--- config.mk ---
export PLATFORM = sky130hd
export DESIGN_NAME = pshpul_seq
export DESIGN_NICKNAME = d
export VERILOG_FILES = /design/src/rtl/pshpul_seq_pkg.sv /design/src/rtl/pshpul_pick.sv /design/src/rtl/pshpul_seq.sv
export SDC_FILE = /design/constraint.sdc
export NUM_CORES = 1
export LEC_CHECK = 0
export CAP_MARGIN = 10
export CORE_UTILIZATION = 38
export CTS_BUF_LIST = sky130_fd_sc_hd__clkbuf_16
export DETAILED_ROUTE_END_ITERATION = 8
export HOLD_SLACK_MARGIN = 0.03
export PLACE_DENSITY = 0.81
export SYNTH_ARGS = -nofsm -noshare
export SYNTH_HDL_FRONTEND = slang
export SYNTH_SLANG_ARGS = --single-unit
--- constraint.sdc ---
create_clock -name clk_in -period 3.4 [get_ports clk_in]
set_clock_uncertainty 0.15 [all_clocks]
set_input_delay 0.68 -clock clk_in [delete_from_list [all_inputs] [get_ports clk_in]]
set_output_delay 0.68 -clock clk_in [all_outputs]
set_load 0.1 [all_outputs]
--- src/rtl/pshpul_seq_pkg.sv ---
// Shared register codes, postbyte bit positions and state encodings for the
// 6809 push/pull sequencer.
package pshpul_seq_pkg;

    localparam logic [3:0] RN_D  = 4'd0;
    localparam logic [3:0] RN_X  = 4'd1;
    localparam logic [3:0] RN_Y  = 4'd2;
    localparam logic [3:0] RN_U  = 4'd3;
    localparam logic [3:0] RN_S  = 4'd4;
    localparam logic [3:0] RN_PC = 4'd5;
    localparam logic [3:0] RN_A  = 4'd8;
    localparam logic [3:0] RN_B  = 4'd9;
    localparam logic [3:0] RN_CC = 4'd10;
    localparam logic [3:0] RN_DP = 4'd11;

    localparam int unsigned PSH_CC = 0;
    localparam int unsigned PSH_A  = 1;
    localparam int unsigned PSH_B  = 2;
    localparam int unsigned PSH_DP = 3;
    localparam int unsigned PSH_X  = 4;
    localparam int unsigned PSH_Y  = 5;
    localparam int unsigned PSH_US = 6;
    localparam int unsigned PSH_PC = 7;

    localparam logic [0:0] ST_IDLE = 1'b0;
    localparam logic [0:0] ST_RUN  = 1'b1;

endpackage

--- src/rtl/pshpul_pick.sv ---
// Picks the next postbyte item: highest remaining bit on push, lowest on pull,
// and maps it to a register code and width.
module pshpul_pick
    import pshpul_seq_pkg::*;
(
    input  logic [7:0] mask,
    input  logic       is_pull,
    input  logic       use_s,
    output logic [2:0] idx,
    output logic [3:0] code,
    output logic       is16,
    output logic       last
);

    // Later loop iterations win: ascending scan finds highest, descending finds lowest.
    always_comb begin
        idx = 3'd0;
        for (int i = 0; i < 8; i++) begin
            if (is_pull) begin
                if (mask[7 - i]) idx = 3'(7 - i);
            end else if (mask[i]) begin
                idx = 3'(i);
            end
        end
    end

    always_comb begin
        code = RN_CC;
        case (idx)
            3'(PSH_PC): code = RN_PC;
            3'(PSH_US): code = use_s ? RN_U : RN_S;
            3'(PSH_Y):  code = RN_Y;
            3'(PSH_X):  code = RN_X;
            3'(PSH_DP): code = RN_DP;
            3'(PSH_B):  code = RN_B;
            3'(PSH_A):  code = RN_A;
            default:    code = RN_CC;
        endcase
    end

    assign is16 = (idx >= 3'(PSH_X));
    assign last = ((mask & ~(8'(1) << idx)) == 8'h00);

endmodule

--- src/rtl/pshpul_seq.sv ---
// PSHS/PSHU/PULS/PULU byte sequencer sitting in front of the register block;
// one memory byte per cycle, request/strobe outputs qualified by mem_ready.
module pshpul_seq
    import pshpul_seq_pkg::*;
(
    input  logic        clk_in,
    input  logic        rst_in,
    input  logic        start,
    input  logic        is_pull,
    input  logic        use_s_in,
    input  logic [7:0]  mask,
    input  logic [15:0] reg_su,
    input  logic [15:0] path_left_data,
    input  logic [7:0]  mem_data_i,
    input  logic        mem_ready,
    output logic        use_s,
    output logic [3:0]  path_left_addr,
    output logic        mem_req,
    output logic        mem_we,
    output logic [15:0] mem_addr,
    output logic [7:0]  mem_data_o,
    output logic        dec_su,
    output logic        inc_su,
    output logic        write_reg,
    output logic [3:0]  write_reg_addr,
    output logic [15:0] data_w,
    output logic        busy,
    output logic        done
);

    logic [0:0] state, state_n;
    logic [7:0] mask_r, mask_n;
    logic [7:0] hi_r, hi_n;
    logic       pull_r, pull_n;
    logic       use_s_n;
    logic       phase_r, phase_n;
    logic       done_n;

    logic [2:0] sel_idx;
    logic [3:0] sel_code;
    logic       sel_is16;
    logic       sel_last;
    logic       run;
    logic       final_byte;

    pshpul_pick u_pick (
        .mask    (mask_r),
        .is_pull (pull_r),
        .use_s   (use_s),
        .idx     (sel_idx),
        .code    (sel_code),
        .is16    (sel_is16),
        .last    (sel_last)
    );

    assign run        = (state == ST_RUN);
    assign final_byte = ~sel_is16 | phase_r;

    always_ff @(posedge clk_in) begin
        if (rst_in) begin
            state   <= ST_IDLE;
            mask_r  <= 8'h00;
            hi_r    <= 8'h00;
            pull_r  <= 1'b0;
            use_s   <= 1'b0;
            phase_r <= 1'b0;
            done    <= 1'b0;
        end else begin
            state   <= state_n;
            mask_r  <= mask_n;
            hi_r    <= hi_n;
            pull_r  <= pull_n;
            use_s   <= use_s_n;
            phase_r <= phase_n;
            done    <= done_n;
        end
    end

    // A mask bit retires only when its last byte is accepted.
    always_comb begin
        state_n = state;
        mask_n  = mask_r;
        hi_n    = hi_r;
        pull_n  = pull_r;
        use_s_n = use_s;
        phase_n = phase_r;
        done_n  = 1'b0;
        case (state)
            ST_IDLE: begin
                if (start) begin
                    if (mask != 8'h00) begin
                        state_n = ST_RUN;
                        mask_n  = mask;
                        pull_n  = is_pull;
                        use_s_n = use_s_in;
                        phase_n = 1'b0;
                    end else begin
                        done_n = 1'b1;
                    end
                end
            end
            ST_RUN: begin
                if (mem_ready) begin
                    if (final_byte) begin
                        mask_n  = mask_r & ~(8'(1) << sel_idx);
                        phase_n = 1'b0;
                        if (sel_last) begin
                            state_n = ST_IDLE;
                            done_n  = 1'b1;
                        end
                    end else begin
                        phase_n = 1'b1;
                        if (pull_r) hi_n = mem_data_i;
                    end
                end
            end
            default: state_n = ST_IDLE;
        endcase
    end

    // Push sends low byte first; pull receives high byte first.
    always_comb begin
        busy           = run;
        mem_req        = run;
        mem_we         = run & ~pull_r;
        mem_addr       = 16'h0000;
        mem_data_o     = 8'h00;
        path_left_addr = 4'h0;
        dec_su         = 1'b0;
        inc_su         = 1'b0;
        write_reg      = 1'b0;
        write_reg_addr = 4'h0;
        data_w         = 16'h0000;
        if (run) begin
            if (pull_r) begin
                mem_addr = reg_su;
                inc_su   = mem_ready;
                if (mem_ready && final_byte) begin
                    write_reg      = 1'b1;
                    write_reg_addr = sel_code;
                    data_w         = sel_is16 ? {hi_r, mem_data_i} : {8'h00, mem_data_i};
                end
            end else begin
                mem_addr       = reg_su - 16'd1;
                path_left_addr = sel_code;
                mem_data_o     = phase_r ? path_left_data[15:8] : path_left_data[7:0];
                dec_su         = mem_ready;
            end
        end
    end

endmodule

-- After elaboration in Yosys (flattened, before gate mapping)
Index checks and enable logic that the tools add are counted.
- register bits: 21
- output and inout port bits: 56
- add/sub/neg operators: 1
- $lt $le $gt $ge: 1
- eq/ne operators: 11
- shift operators: 1
- muxes and demuxes: 68
- bitwise operators: 8
- reduce and logical (&&, ||, !) cells: 7
- operators by type and width (cell ; number):
    2-to-1 mux 16 bit ; 6
    2-to-1 mux 3 bit ; 24
    2-to-1 mux 8 bit ; 7
    case mux 4 bit (7 select lines) ; 1
    2-to-1 mux 1 bit ; 21
    2-to-1 mux 4 bit ; 5
    case mux 8 bit (2 select lines) ; 1
    subtractor 16 x 1 -> 16 bit (second input constant) ; 1
    equality test 3 bit (second input constant) ; 4
    AND 8 bit ; 1
    logical NOT 8 bit ; 1
    NOT 8 bit ; 1
    AND reduction 4 bit ; 2
    nonzero test 8 bit ; 1
    << shifter 1 x 3 -> 8 bit (first input constant) ; 1
    equality test 3 x 2 -> 1 bit (second input constant) ; 2
    inequality test 2 bit (second input constant) ; 3
    case mux 1 bit (2 select lines) ; 3
    AND reduction 3 bit ; 2
    NOT 1 bit ; 4
    equality test 3 x 1 -> 1 bit (second input constant) ; 1
    >= comparator 3 bit (second input constant) ; 1
    inequality test 2 x 1 -> 1 bit (second input constant) ; 1
    AND 1 bit ; 1
    2 further kinds ; 2

-- Longest topological paths before layout
Gate-level depths: netlist of run 1.
- depth in word-level cells: 24
- mapped depth: 9

-- Cells and area by module
From an unflattened synthesis of run 1, not the netlist that was laid out.
- cells, all modules: 266
- area total of the unflattened synthesis: 2026.9 µm²
- by module, submodules not included (module ; instances ; cells each ; area an instance (µm²) ; sequential area each (µm²)):
    pshpul_seq ; 1 ; 216 ; 1645.3 ; 420.4
    pshpul_pick ; 1 ; 50 ; 381.6 ; 0.0

-- Worst setup path before layout of run 1
Ideal clock, no wire load.
- path type: reg2out
- from: register state, in the netlist busy
- to: output port data_w[0]
- arrival: 3951 ps
- path slack: -1381 ps
- cell stages (with the launch flop): 6
- path buffers: 0
- cells stage by stage: dfxtp_1 nand3_1 inv_1 o21ai_0 inv_1 and2_1
- cells in the longest elaborated chain, start to end: 1
- RTL lines (what ; line ; text):
    from (decl) ; pshpul_seq.sv:31 ; logic [0:0] state, state_n;
    from (signal assigned) ; pshpul_seq.sv:69 ; state <= state_n;
    2-to-1 mux 16 bit ; pshpul_seq.sv:134 ; if (run) begin
    to (decl) ; pshpul_seq.sv:26 ; output logic [15:0] data_w,
Every way passes these cells.

-- Worst setup path after layout of run 1
- from: input port reg_su[5]
- to: output port mem_addr[13]
- cells in the longest elaborated chain, start to end: 3
- RTL lines (what ; line ; text):
    from (decl) ; pshpul_seq.sv:12 ; input logic [15:0] reg_su,
    subtractor 16 x 1 -> 16 bit ; pshpul_seq.sv:144 ; mem_addr = reg_su - 16'd1;
    2-to-1 mux 16 bit ; pshpul_seq.sv:135 ; if (pull_r) begin
    2-to-1 mux 16 bit ; pshpul_seq.sv:134 ;
    to (decl) ; pshpul_seq.sv:20 ; output logic [15:0] mem_addr,
Every way passes these cells.

==> impl_metrics.csv, run 1 <==
group,metric,value,unit
synth,ys_top_cells_by_area,"dfxtp_1 (22%), nor2_1 (11%), mux2i_1 (9.6%), and2_1 (6.3%), nand2_1 (4.2%)",
sta,setup_viol,0,
route,num_vias,2511,
synth,synth_top_area_share,0.224,
floorplan,initial_core_util,0.395,
route,vias_per_cell,5.44,
layout,design_area,0.00391,sq mm
global_routing,grt_pass1_wl,11700,um
placement,gp_congestion,0.885,
floorplan,coreArea,0.00475,sq mm
worst_setup_path,r2r_end,"busy$_SDFF_PP0_",
sta,period_share,0.976,
clock_tree,clockRootBuffer,"clkbuf_16",
global_routing,grt_pass1_vias,2538,
floorplan,design.die.area,0.00523,sq mm
worst_setup_path,cp_max_fo,2,
route,postRouteAntennaNets,0,
synth,ys_seq_elements,21,
worst_setup_path,cp_cell_sequence,"dlygate4sd2_1 > or3_4 > nor4_4 > nand2_1 > buf_4 > nor3_4 > xnor2_2 > nor2_4 > buf_12",
global_routing,track_usage,0.283,
clock_tree,cts_made_buffers,3,
route,dr.pass1.iters,4,
global_routing,antenna_found_initial,0,
floorplan,pin_count,110,
run_status,outcome,"finished, final reports clean",
synth,synthesis.nets,322,
worst_setup_path,cp.buffers_inverters,3,
sta,timing.final.ws_setup,0.0802,ns
synth,ys_warn_count,0,
worst_setup_path,regToRegStartpoint,"mask_r[1]$_SDFFE_PP0P_",
clock_tree,clock_latency,0.25,ns
synth,synthCells,267,
route,wl,7400,um
layout,diodes,0,
synth,netlist-cell-type-count,49,
worst_setup_path,crit_start,"reg_su[5]",
placement,hpwl,5480,um
sta,period_needed,3.32,ns
global_routing,grt.overflow.total,0,
worst_setup_path,worst-path-stages,9,
synth,yosysTopAreaCell,"dfxtp_1",
route,drc_errors,0,
worst_setup_path,slowest_delay,0.40,ns
sta,max_freq,0.301,GHz
placement,dpl_worst_slack,-0.291,ns
worst_setup_path,cp_slowest_cell,"or3_4",
placement,portBuffers,109,
layout,final_nets,451,
run,drv_cap,0,
pwr,total_power,0.00122,W
worst_setup_path,rrSetupSlack,0.72,ns
floorplan,die_y,72.3,um
synth,synthesis.area,0.00188,sq mm
worst_setup_path,end_kind,"output pin",
pwr,cellPowerDensity,313,mW/mm^2
sta,rsz0062_at_grt,"false",
clock_tree,cts_tree,"built",
placement,dpl_cell_area,0.00370,sq mm
sta,worst_pin_slew,0.814,ns
route,dr.first_iter.drc_count,171,
worst_setup_path,worst_setup_path_start_kind,"input pin",
worst_setup_path,worst-setup-path-type,"in -> out",
synth,synth-async-reset-ratio,0,
clock_tree,holdBufCountCts,0,
synth,seq_area_frac_synth,0.224,
sta,slew_viol_final,0,
placement,dp.cells,454,
clock_tree,cts_sinks,21,
synth,syn_avg_cell_area,7.03,sq um
clock_tree,clkTransAtPathRegs,0.06,ns
clock_tree,htreeDepth,1,
sta,hold_violations,0,
floorplan,row_count,25,
sta,timing.hold.ws,0.357,ns
layout,final_cell_mix,"clkdlybuf4s50_1 (45), buf_4 (45), buf_12 (41)",
layout,area_growth,108,%
clock_tree,clk_path_buf_depth,2,
worst_setup_path,cp.required,2.57,ns
route,post_drt_wl_per_cell,16.0,um
global_routing,grt_max_degree,22,
pwr,ir_worst_vdd,348,uV
synth,synthFlopType,"dfxtp_1",
sta,slew_headroom,0.455,
floorplan,die-width,72.3,um
layout,final_cells,462,
min_path,hold_class,"reg -> reg",
worst_setup_path,r2r_cells,7,
worst_setup_path,critPathCapture,"mem_addr[13]",
pwr,leakagePower,1.52,nW
worst_setup_path,critical-path-top-delay-family,"simple AND/OR/NAND/NOR gates",
worst_setup_path,arrival,2.49,ns
synth,synth_edf_count,0,
layout,drive_above_1_share,0.403,
## logic make-up (layout without fill, tap and decap cells)
family / Yosys count / count (layout) / share of synthesized area
simple gates: 141 / 141 / 0.370
compound gates: 52 / 52 / 0.195
buf+inv: 22 / 150 / 0.0526
flops: 21 / 21 / 0.224
mux: 18 / 18 / 0.0959
xor+xnor: 12 / 12 / 0.0560
fa+ha+maj: 1 / 1 / 0.00666
## tightest hold or removal path: cells and delay by family (launching register included)
kind          cells  cell delay [ns]
simple gates      1             0.08
mux               1             0.07
flops             1             0.32
## cell usage after synthesis, types with 3 or more instances
cell / number
nor2_1: 57
dfxtp_1: 21
nand2_1: 21
and2_1: 19
mux2i_1: 18
a21oi_1: 15
o21ai_0: 11
clkbuf_1: 9
nor3_1: 7
xnor2_1: 7
inv_1: 6
nand2b_1: 6
nor2b_1: 6
nor4_1: 6
xor2_1: 5
a21o_1: 4
buf_2: 4
a22oi_1: 3
nand3b_1: 3
o21a_1: 3
or3_1: 3
## per-stage QoR
step | TNS, ns | utilization
floorplan | -0.975 | -
global placement | -0.866 | 0.779
detailed placement | -1.22 | 0.779
CTS | 0 | 0.815
global route | 0 | 0.823
finish | 0 | 0.823
## registers in the layout (all words and copies together) (netlist names)
signal   flops
done         1
busy         1
mask_r       8
hi_r         8
pull_r       1
phase_r      1
use_s        1
## worst min path at each step
stage | cells after the start | slack, ns | end | startpoint
finish | 2 | 0.36 | hi_r[1]$_SDFFE_PP0P_ | hi_r[1]$_SDFFE_PP0P_
global route | 2 | 0.38 | hi_r[1]$_SDFFE_PP0P_ | hi_r[1]$_SDFFE_PP0P_
CTS | 2 | 0.34 | hi_r[1]$_SDFFE_PP0P_ | hi_r[1]$_SDFFE_PP0P_
detailed placement | 2 | 0.33 | hi_r[1]$_SDFFE_PP0P_ | hi_r[1]$_SDFFE_PP0P_
global placement | 2 | 0.31 | hi_r[0]$_SDFFE_PP0P_ | hi_r[0]$_SDFFE_PP0P_
floorplan | 2 | 0.30 | hi_r[0]$_SDFFE_PP0P_ | hi_r[0]$_SDFFE_PP0P_
## report_power, final
group	total (W)	internal [W]	leakage, nW	switching, W
sequential	0.000282	0.000257	0.172	0.0000245
combinational	0.000696	0.000256	1.31	0.000441
clock	0.000247	0.000158	0.0409	0.0000888
total	0.00122	0.000671	1.52	0.000554
## layer usage
metal	up-vias	share of wire	GRT usage
met1	1186	0.35	0.289
met2	126	0.55	0.544
li1	1183	-	-
met3	16	0.081	0.0806
met5	-	0	0
met4	0	0.021	0.0959
## timing repair
item	CTS	global route
setup endpoints to repair	13	26
gates resized for setup	32	10
pin swaps	10	7
buffers inserted	5	0
## final cells by class
type | count | area [sq um]
Fill cell | 282 | 841
Sequential cell | 21 | 424
Tap cell | 67 | 83.8
Timing Repair Buffer | 139 | 1680
Clock inverter | 1 | 5.00
Multi-Input combinational cell | 224 | 1610
Inverter | 7 | 33.8
Clock buffer | 3 | 75.1
(Power assumes the default switching activity.)
==> inputs of run 2 (changes only) <==
--- a/config.mk
+++ b/config.mk
@@ -6,11 +6,12 @@
 export NUM_CORES = 1
 export LEC_CHECK = 0
 export CAP_MARGIN = 10
-export CORE_UTILIZATION = 38
+export CORE_UTILIZATION = 40
 export CTS_BUF_LIST = sky130_fd_sc_hd__clkbuf_16
 export DETAILED_ROUTE_END_ITERATION = 8
 export HOLD_SLACK_MARGIN = 0.03
-export PLACE_DENSITY = 0.81
+export PLACE_DENSITY = 0.82
 export SYNTH_ARGS = -nofsm -noshare
 export SYNTH_HDL_FRONTEND = slang
+export SYNTH_HIERARCHICAL = 1
 export SYNTH_SLANG_ARGS = --single-unit
==> run 2 against run 1 <==
Highest routed layer unchanged. Synthesized area is 7.9% higher. Combinational power is 9.5% higher. Register-to-register slack better by 0.02 ns. First-iteration DRC count is 36% higher. Die area is 2.5% higher. Setup slack worse by 0.12 ns. Global-route usage is 0.28 points lower. Sequential cell count stayed put. Critical path depth is 2 lower. The run now ends with setup timing left. Total power is 6.5% higher.
==> impl_metrics.csv, run 2 <==
group,metric,value,unit
floorplan,coreArea,0.00479,sq mm
synth,yosysMostFrequentCell,"nor2_1",
synth,synthFlopType,"dfxtp_1",
route,num_vias,2569,
route,post_drt_wl_per_cell,16.1,um
layout,drive_above_1_share,0.371,
global_routing,grt.overflow.total,0,
global_routing,grt_pass1_vias,2452,
worst_setup_path,cp.required,2.57,ns
worst_setup_path,arrival,2.61,ns
clock_tree,cts_made_buffers,3,
min_path,holdPathEnd,"hi_r[7]$_SDFFE_PP0P_",
route,drc_errors,0,
worst_setup_path,worst_setup_path_start_kind,"input pin",
global_routing,antenna_found_initial,0,
synth,synth_edf_count,0,
layout,layout_commonest_cell,"buf_4",
clock_tree,cts_tree,"built",
layout,fill_cells,276,
pwr,cellPowerDensity,329,mW/mm^2
layout,area_growth,95.6,%
run,drv_cap,0,
pwr,total_power,0.00131,W
floorplan,design.die.area,0.00536,sq mm
clock_tree,cts_sinks,21,
synth,yosys.area_share.simple,0.374,
layout,post-route-util,0.828,
worst_setup_path,cp_cell_sequence,"buf_6 > or4_4 > or3_4 > buf_4 > or3_4 > a21boi_4 > buf_12",
global_routing,grt_pass1_wl,11800,um
clock_tree,clkTransAtPathRegs,0.06,ns
route,postRouteAntennaNets,0,
sta,period_needed,3.44,ns
layout,diodes,0,
worst_setup_path,cp_slowest_cell,"or4_4",
clock_tree,clk_path_buf_depth,2,
clock_tree,clockRootBuffer,"clkbuf_16",
floorplan,die-width,73.2,um
worst_setup_path,r2r_end,"hi_r[4]$_SDFFE_PP0P_",
worst_setup_path,critical-path-top-delay-family,"simple AND/OR/NAND/NOR gates",
min_path,min_from,"hi_r[7]$_SDFFE_PP0P_",
synth,synthesis.nets,321,
synth,synthCells,266,
synth,synth-async-reset-ratio,0,
synth,synth_top_area_share,0.207,
layout,final_nets,452,
layout,largestRegisters,"hi_r: 8 flops, mask_r: 8 flops",
worst_setup_path,worst-setup-path-type,"in -> out",
sta,period_share,1.01,
run_status,violations,"setup timing",
synth,syn_avg_cell_area,7.62,sq um
worst_setup_path,slowest_delay,0.52,ns
route,dr.pass1.iters,4,
worst_setup_path,path_common_cell,"or3_4",
synth,ys_seq_elements,21,
route,vias_per_cell,5.55,
pwr,leakagePower,1.64,nW
synth,seq_area_frac_synth,0.207,
pwr,ir_worst_vdd,257,uV
sta,rsz0062_at_grt,"true",
sta,slew_headroom,0.453,
synth,ys_warn_count,6,
sta,max_freq,0.291,GHz
placement,hpwl,5740,um
worst_setup_path,regToRegStartpoint,"mask_r[2]$_SDFFE_PP0P_",
floorplan,row_count,25,
clock_tree,holdBufCountCts,0,
worst_setup_path,rrSetupSlack,0.74,ns
placement,portBuffers,109,
global_routing,grt_max_degree,25,
worst_setup_path,r2r_cells,9,
synth,yosys.area_share.xor_xnor,0.0302,
synth,synth-compound-area-share,0.212,
worst_setup_path,cp.buffers_inverters,3,
synth,synth_top_family_by_area,"simple AND/OR/NAND/NOR gates",
synth,netlist-cell-type-count,62,
min_path,hold_class,"reg -> reg",
sta,hold_violations,0,
sta,worst_pin_slew,0.821,ns
worst_setup_path,cp_max_fo,3,
route,dr.first_iter.drc_count,232,
worst_setup_path,end_kind,"output pin",
synth,muxShareOfSynthArea,0.0988,
route,wl,7460,um
clock_tree,htreeDepth,1,
floorplan,initial_core_util,0.424,
synth,synthesis.area,0.00203,sq mm
global_routing,track_usage,0.280,
placement,gp_congestion,0.866,
synth,ys_top_cells_by_area,"dfxtp_1 (21%), mux2i_1 (9.9%), nor2_1 (7.0%), and3_1 (6.8%), and2_1 (4.6%)",
floorplan,pin_count,110,
sta,timing.final.ws_setup,-0.0396,ns
sta,slew_viol_final,0,
sta,setup_viol,3,
synth,synth_commonest_cells,"nor2_1 (38), and3_1 (22), dfxtp_1 (21)",
synth,synthAdderAreaFrac,0.00617,
min_path,hold_path_depth,2,
layout,final_cell_mix,"buf_4 (51), clkdlybuf4s50_1 (43), buf_12 (42)",
floorplan,die_y,73.2,um
clock_tree,clock_latency,0.25,ns
synth,yosysTopAreaCell,"dfxtp_1",
run_status,outcome,"finished, violations left",
worst_setup_path,worst-path-stages,7,
==> run 2: cell types whose count changed after synthesis, moves of 5 or more <==
cell,previous run,this run
nor2_1,57,38
nor2b_1,6,1
o22ai_1,1,6
and3_1,0,22
nand2b_1,6,11
clkbuf_1,9,14
a21oi_1,15,6
o21ai_0,11,6
nand2_1,21,10
a211oi_1,0,8
==> run 2: cell type report <==
| cell class | instances | area [sq um] | share of cell area |
|---|---|---|---|
| well taps | 67 | 83.8 | 0.0211 |
| inverters | 8 | 37.5 | 0.00947 |
| clock buffers | 3 | 75.1 | 0.0189 |
| multi-input cells | 216 | 1590 | 0.400 |
| flip-flops and latches | 21 | 423 | 0.107 |
| clock inverters | 1 | 3.75 | 0.000947 |
| repair buffers | 147 | 1750 | 0.442 |
==> run 2: power breakdown <==
part	switching (W)	internal [W]
registers	0.0000343	0.000261
clock network	0.0000908	0.000157
logic	0.000474	0.000288
==> run 2: timing repair <==
item | 4_1_cts | 5_1_grt
buffers inserted | 4 | 1
pin swaps | 10 | 3
setup endpoints to repair | 8 | 6
gates resized for setup | 38 | 5
==> run 2: worst max path at each step <==
stage | slack, ns | from | to
2_1_floorplan | -0.31 | reg_su[8] | mem_addr[14]
3_3_place_gp | -0.35 | reg_su[8] | mem_addr[15]
3_5_place_dp | -0.44 | reg_su[8] | mem_addr[15]
4_1_cts | -0.02 | reg_su[8] | mem_addr[15]
5_1_grt | -0.07 | reg_su[8] | mem_addr[13]
6_report | -0.04 | reg_su[3] | mem_addr[13]
==> run 2: worst register-to-register path: cells and delay by family (launching register included) <==
family | cells | cell delay (ns)
compound gates | 2 | 0.76
simple gates | 3 | 0.41
mux | 1 | 0.23
flops | 1 | 0.42
buf+inv | 3 | 0.56
==> run 2: logic make-up after synthesis <==
group,count (synthesis)
AO/OA/AOI/OAI,54
XOR/XNOR,7
adder cells (fa/ha/maj),1
buffers and inverters,29
flip-flops,21
multiplexers,20
AND/OR/NAND/NOR,134
==> run 2: routing by layer <==
metal / vias to the layer above / GRT usage / wire length [um]
met5: - / 0 / 0
met4: 0 / 0.0675 / 128
met3: 12 / 0.0732 / 553
met2: 110 / 0.478 / 3710
met1: 1221 / 0.348 / 3070
li1: 1226 / - / -
==> run 2: metrics by stage <==
step / hold slack, ns / cells / TNS (ns) / instance area [sq um] / setup WS (ns)
final: 0.339 / 463 / -0.0689 / 3970 / -0.0396
after global routing: 0.372 / 463 / -0.177 / 3970 / -0.0662
after detailed placement: 0.331 / 454 / -1.93 / 3810 / -0.444
after floorplan: 0.301 / 266 / -0.790 / 2110 / -0.310
after global placement: 0.313 / 454 / -1.57 / 3810 / -0.349
after CTS: 0.345 / 462 / -0.0212 / 3930 / -0.0179
==> inputs of run 3 (changes only) <==
--- a/config.mk
+++ b/config.mk
@@ -6,12 +6,12 @@
 export NUM_CORES = 1
 export LEC_CHECK = 0
 export CAP_MARGIN = 10
-export CORE_UTILIZATION = 40
+export CORE_ASPECT_RATIO = 0.5
+export CORE_UTILIZATION = 41
 export CTS_BUF_LIST = sky130_fd_sc_hd__clkbuf_16
 export DETAILED_ROUTE_END_ITERATION = 8
 export HOLD_SLACK_MARGIN = 0.03
-export PLACE_DENSITY = 0.82
+export PLACE_DENSITY = 0.86
 export SYNTH_ARGS = -nofsm -noshare
 export SYNTH_HDL_FRONTEND = slang
-export SYNTH_HIERARCHICAL = 1
 export SYNTH_SLANG_ARGS = --single-unit
==> constraint.sdc (replaced) <==
create_clock -name clk_in -period 4.4 [get_ports clk_in]
set_clock_uncertainty 0.15 [all_clocks]
set_input_delay 0.88 -clock clk_in [delete_from_list [all_inputs] [get_ports clk_in]]
set_output_delay 0.88 -clock clk_in [all_outputs]
set_load 0.1 [all_outputs]
==> run 3 against run 2 <==
The run ends with DRC left. Hold slack better by 0.014 ns. Combinational power shrank 40%. Register-to-register slack better by 0.88 ns. Sequential cell count unchanged. First-iteration DRC count fell by 40%. Die area is 9.0% lower. Clock power is 19% lower. Critical path type unchanged. Largest power group unchanged.
==> impl_metrics.csv, run 3 (same netlist as run 1, synthesis figures left out) <==
group,metric,value,unit
clock_tree,htreeDepth,1,
worst_setup_path,cp_max_fo,6,
sta,setup_viol,0,
clock_tree,post_cts_buffers,0,
sta,period_needed,4.12,ns
placement,hpwl,5110,um
clock_tree,clkTransAtPathRegs,0.06,ns
placement,gp_congestion,0.937,
floorplan,die-width,97.7,um
placement,portBuffers,109,
layout,largestRegisters,"hi_r: 8 flops, mask_r: 8 flops",
sta,max_freq,0.242,GHz
floorplan,coreArea,0.00414,sq mm
global_routing,met3_usage,0.0667,
pwr,total_power,0.000874,W
worst_setup_path,cp.required,3.37,ns
global_routing,grt_use_met1,0.321,
run_status,violations,"DRC",
run_status,outcome,"finished, violations left",
floorplan,design.die.area,0.00487,sq mm
global_routing,grt_pass1_wl,10500,um
route,post_drt_wl_per_cell,15.0,um
route,dr.first_iter.drc_count,139,
clock_tree,holdBufCountCts,0,
global_routing,track_usage,0.266,
global_routing,grt_max_degree,22,
sta,worst_pin_slew,0.981,ns
sta,hold_violations,0,
layout,diodes,0,
route,postRouteAntennaNets,0,
clock_tree,cts_resized,0,
global_routing,grt.overflow.total,0,
run,drv_cap,0,
layout,fill_cells,277,
layout,area_growth,75.0,%
layout,final_cell_mix,"clkdlybuf4s50_1 (58), nor2_1 (56), buf_4 (27)",
sta,slew_headroom,0.344,
route,vias_per_cell,5.57,
route,num_vias,2346,
worst_setup_path,worst_setup_path_start_kind,"input pin",
global_routing,grt_pass1_vias,2204,
route,drc_errors,8,
clock_tree,cts_tree,"built",
pwr,cellPowerDensity,266,mW/mm^2
layout,post-route-util,0.793,
layout,drive_above_1_share,0.210,
clock_tree,clk_path_buf_depth,2,
global_routing,busiest_layer,"met2",
floorplan,die_y,49.9,um
min_path,hold_class,"reg -> reg",
sta,timing.hold.ws,0.353,ns
route,wl,6330,um
layout,final_nets,423,
clock_tree,clock_latency,0.26,ns
clock_tree,cts_made_buffers,3,
sta,totalNegativeSetupSlack,0,ns
clock_tree,clockRootBuffer,"clkbuf_16",
clock_tree,cts_sinks,21,
sta,rsz0062_at_grt,"false",
floorplan,initial_core_util,0.453,
worst_setup_path,worst-setup-path-type,"in -> out",
floorplan,row_count,16,
route,dr.pass1.iters,6,
sta,slew_viol_final,0,
layout,layout_commonest_cell,"clkdlybuf4s50_1",
global_routing,antenna_found_initial,0,
worst_setup_path,arrival,3.09,ns
sta,period_share,0.937,
global_routing,grtUsageMet2,0.488,
floorplan,pin_count,110,
worst_setup_path,end_kind,"output pin",
pwr,ir_worst_vdd,152,uV
pwr,leakagePower,1.28,nW
==> run 3: cell types whose count changed in the layout (fill, tap and decap cells not counted), moves of 8 or more <==
cell	change
and3_2	-8
nand2_1	+11
nor2_1	+18
and3_1	-14
a21oi_1	+8
clkdlybuf4s50_1	+15
buf_4	-24
and2_2	+8
buf_12	-16
a211oi_1	-8
==> run 3: worst paths after layout <==
| kind | slack (ns) | cells past startpoint | startpoint | endpoint |
|---|---|---|---|---|
| max | 0.28 | 9 | reg_su[6] | mem_addr[15] |
| min | 0.35 | 2 | hi_r[6]$_SDFFE_PP0P_ | hi_r[6]$_SDFFE_PP0P_ |
| max reg2reg | 1.62 | 7 | pull_r$_SDFFE_PP0P_ | busy$_SDFF_PP0_ |
| min reg2reg | 0.35 | 2 | hi_r[6]$_SDFFE_PP0P_ | hi_r[6]$_SDFFE_PP0P_ |
==> run 3: metrics by stage <==
stage          cell area [sq um]  worst slack, ns  std cells
2_1_floorplan               1900          -0.0875        267
3_3_place_gp                3200            0.234        417
3_5_place_dp                3200            0.148        417
4_1_cts                     3280            0.139        421
5_1_grt                     3290           0.0480        421
6_report                    3290            0.275        421
==> run 3: area by class of cell <==
class | count | area (sq um) | area share
clock buffer | 3 | 75.1 | 0.0228
clock inverter | 1 | 7.51 | 0.00228
inverter | 7 | 30.0 | 0.00914
multi-input combinational | 224 | 1380 | 0.420
sequential | 21 | 422 | 0.128
tap | 54 | 67.6 | 0.0206
timing repair buffer | 111 | 1300 | 0.397
==> run 3: power breakdown <==
part | internal, W | leakage, nW | switching (W) | total [W]
combinational | 0.000150 | 1.07 | 0.000305 | 0.000455
sequential | 0.000199 | 0.171 | 0.0000199 | 0.000218
clock | 0.000123 | 0.0371 | 0.0000779 | 0.000201
total | 0.000472 | 1.28 | 0.000403 | 0.000874
==> run 3: worst max-delay path, stage by stage <==
cell             delay (ns)
clkdlybuf4s50_1        0.49
or4_1                  0.56
nor4_2                 0.26
nand2_1                0.13
nor2_1                 0.16
nand3b_1               0.11
xor2_1                 0.17
nor2_2                 0.13
buf_12                 0.20
==> run 3: layer usage <==
metal	share of wire	vias to the layer above	wire length [um]
met4	0.0073	0	46
met1	0.41	1114	2620
met2	0.49	101	3130
met5	0	-	0
met3	0.083	6	527
li1	-	1125	-
==> RTL edit: new RTL, config.mk and constraints of run 1 <==
Reset style: asynchronous (`rst_in`), changed in one clocked block.
--- a/src/rtl/pshpul_seq.sv
+++ b/src/rtl/pshpul_seq.sv
@@ -57,5 +57,5 @@
     assign final_byte = ~sel_is16 | phase_r;
 
-    always_ff @(posedge clk_in) begin
+    always_ff @(posedge clk_in or posedge rst_in) begin
         if (rst_in) begin
             state   <= ST_IDLE;
Check against the original RTL: differs if rst_in is asserted again (counterexample within 4 cycles, from zero or initial values and one cycle with rst_in high); with rst_in held inactive, the same outputs for 4 cycles.
==> RTL edit against run 1 <==
- the flow now finishes with violations (negative setup slack)
- global-route usage decreased by 0.17 points
- sequential cell count unchanged
- routed wire length increased by 1.2%
- fmax decreased by 6.0%
- sequential share of layout area increased by 2.9 points
- synthesized cell count decreased by 9.7%
- setup slack got worse by 0.21 ns
- synthesized area increased by 4.1%
- cell area decreased by 2.1%
Power is not shown: default switching activity piles up to over one toggle a cycle in this logic, so the estimate is an artifact.
==> RTL edit: results (changes against run 1) <==
Outcome
  – Outcome: complete, but fails checks (was finished, final reports clean)
  – Failing checks: negative setup slack

Yosys
  – Syn_nets: 296 (was 322)
  – Post-synth top cells: and2_1 (32), dfrtp_1 (21), nor2_1 (21) (was nor2_1 (57), dfxtp_1 (21), nand2_1 (21))
  – Average size of a mapped cell: 8.11 um^2 (was 7.03 um^2)
  – Synth top area share: 0.269 (was 0.224)
  – YS warnings: 0 (unchanged)
  – Unique masters post-synth: 54 (was 49)
  – Register area share after synthesis: 0.269 (was 0.224)
  – Synth area leaders: dfrtp_1 (27%), and2_1 (10%), mux2_2 (5.8%), mux2i_1 (4.6%), nor2_1 (4.0%) (was dfxtp_1 (22%), nor2_1 (11%), mux2i_1 (9.6%), and2_1 (6.3%), nand2_1 (4.2%))
  – Synth async-reset ratio: 1.00 (was 0)

Placed design
  – Placed cells: 426 (was 454)
  – Port Buffers: 109 (unchanged)
  – Final GP Congestion: 0.897 (was 0.885)
  – Place WS: -0.500 ns (was -0.291 ns)
  – Dpl hpwl: 5770 um (was 5480 um)

Route
  – Final WL: 7480 um (was 7400 um)
  – DR vias/cell: 5.48 (was 5.44)
  – Routed len/inst: 17.3 um (was 16.0 um)
  – Pre-antenna DRT Iters: 4 (unchanged)
  – Drt initial violations: 96 (was 171)

Final layout
  – Top flop regs: hi_r (8), mask_r (8) (unchanged)
  – Ant diodes: 0 (unchanged)
  – Share of layout cells above drive strength 1: 0.405 (was 0.403)
  – Layout net count: 421 (was 451)

Clock network
  – Clk slew on worst S/H paths: 0.06 ns (about the same)
  – CTS Buf Count: 3 (unchanged)
  – Root buf cell: clkbuf_16 (unchanged)
  – CTS Buffer Depth: 2 (unchanged)
  – Clk Latency, worst-skew pair: 0.25 ns (about the same)
  – H-tree levels: 1 (unchanged)

Hold path
  – HP Class: reg -> reg (unchanged)

Critical path
  – CP max FO: 2 (unchanged)
  – Critical Path Start: reg_su[2] (was reg_su[5])
  – Critical path destination: mem_addr[13] (unchanged)
  – R2r endpoint: busy$_DFF_PP0_ (was busy$_SDFF_PP0_)
  – Worst reg2reg setup slack: 0.98 ns (was 0.72 ns)
  – Worst-case reg-to-reg path depth: 8 (was 7)
  – R2R Path Start: pull_r$_DFFE_PP0P_ (was mask_r[1]$_SDFFE_PP0P_)

Global routing
  – Initial antenna violation count: 0 (unchanged)
  – Gr usage total: 0.281 (was 0.283)
  – Pin count of the biggest net entering global routing: 35 (was 22)
  – First-pass GRT wire length: 11800 um (was 11700 um)
  – Vias in the first global route: 2382 (was 2538)

STA
  – Slack of the critical path: -0.131 ns (was 0.0802 ns)
  – Final setup viols: 3 (was 0)
  – Worst-margin pin slew: 0.817 ns (was 0.814 ns)
-- RTL edit: cell type report --
cell class                 instances  area [um^2]
timing repair buffer             135         1660
sequential                        21          528
fill                             306         1020
tap                               67         83.8
inverter                           7         26.3
clock buffer                       3         75.1
multi-input combinational        198         1460
clock inverter                     1         5.00
-- RTL edit: worst min path at each step --
stage                              from                   to  slack [ns]  depth (start not counted)
finish              hi_r[0]$_DFFE_PP0P_  hi_r[0]$_DFFE_PP0P_        0.35                          1
CTS                 hi_r[0]$_DFFE_PP0P_  hi_r[0]$_DFFE_PP0P_        0.35                          1
global placement    hi_r[0]$_DFFE_PP0P_  hi_r[0]$_DFFE_PP0P_        0.33                          1
global route        hi_r[0]$_DFFE_PP0P_  hi_r[0]$_DFFE_PP0P_        0.36                          1
floorplan           hi_r[0]$_DFFE_PP0P_  hi_r[0]$_DFFE_PP0P_        0.32                          1
detailed placement  hi_r[5]$_DFFE_PP0P_  hi_r[5]$_DFFE_PP0P_        0.34                          1
-- RTL edit: worst max-delay path: stages --
cell and delay (ns):
dlygate4sd2_1 0.25, or3_1 0.37, or3_4 0.34, or3_4 0.40
buf_4 0.15, xnor2_2 0.16, and2_4 0.18, buf_12 0.17
-- RTL edit: per-stage QoR --
stage | area [um^2] | TNS (ns) | hold WS [ns]
finish | 3830 | -0.328 | 0.347
global placement | 3690 | -1.80 | 0.329
CTS | 3800 | -0.446 | 0.350
floorplan | 2020 | -0.0761 | 0.320
global route | 3830 | -0.799 | 0.362
detailed placement | 3690 | -2.23 | 0.336
-- RTL edit: timing repair --
item | CTS | global route
setup buffers | 2 | 0
endpoints found under the setup margin | 9 | 31
gates resized for setup | 26 | 15
gates cloned | 0 | 0
hold buffers | 0 | 0
pin swaps | 8 | 7
-- RTL edit: cells by family (layout without fill, tap and decap cells) --
logic type,count (synthesis),in the layout,share of synthesized area
flip-flops,21,21,0.269
AND/OR/NAND/NOR,111,111,0.316
XOR/XNOR,13,13,0.0582
multiplexers,19,19,0.104
buffers and inverters,22,146,0.0467
adder cells (fa/ha/maj),1,1,0.00640
AO/OA/AOI/OAI,54,54,0.200
-- RTL edit: per-layer routing --
| metal | vias to the layer above | wire length [um] | global-route usage |
|---|---|---|---|
| li1 | 1115 | - | - |
| met5 | - | 0 | 0 |
| met4 | 0 | 165 | 0.0876 |
| met2 | 106 | 4130 | 0.520 |
| met3 | 20 | 503 | 0.0480 |
| met1 | 1128 | 2690 | 0.327 |
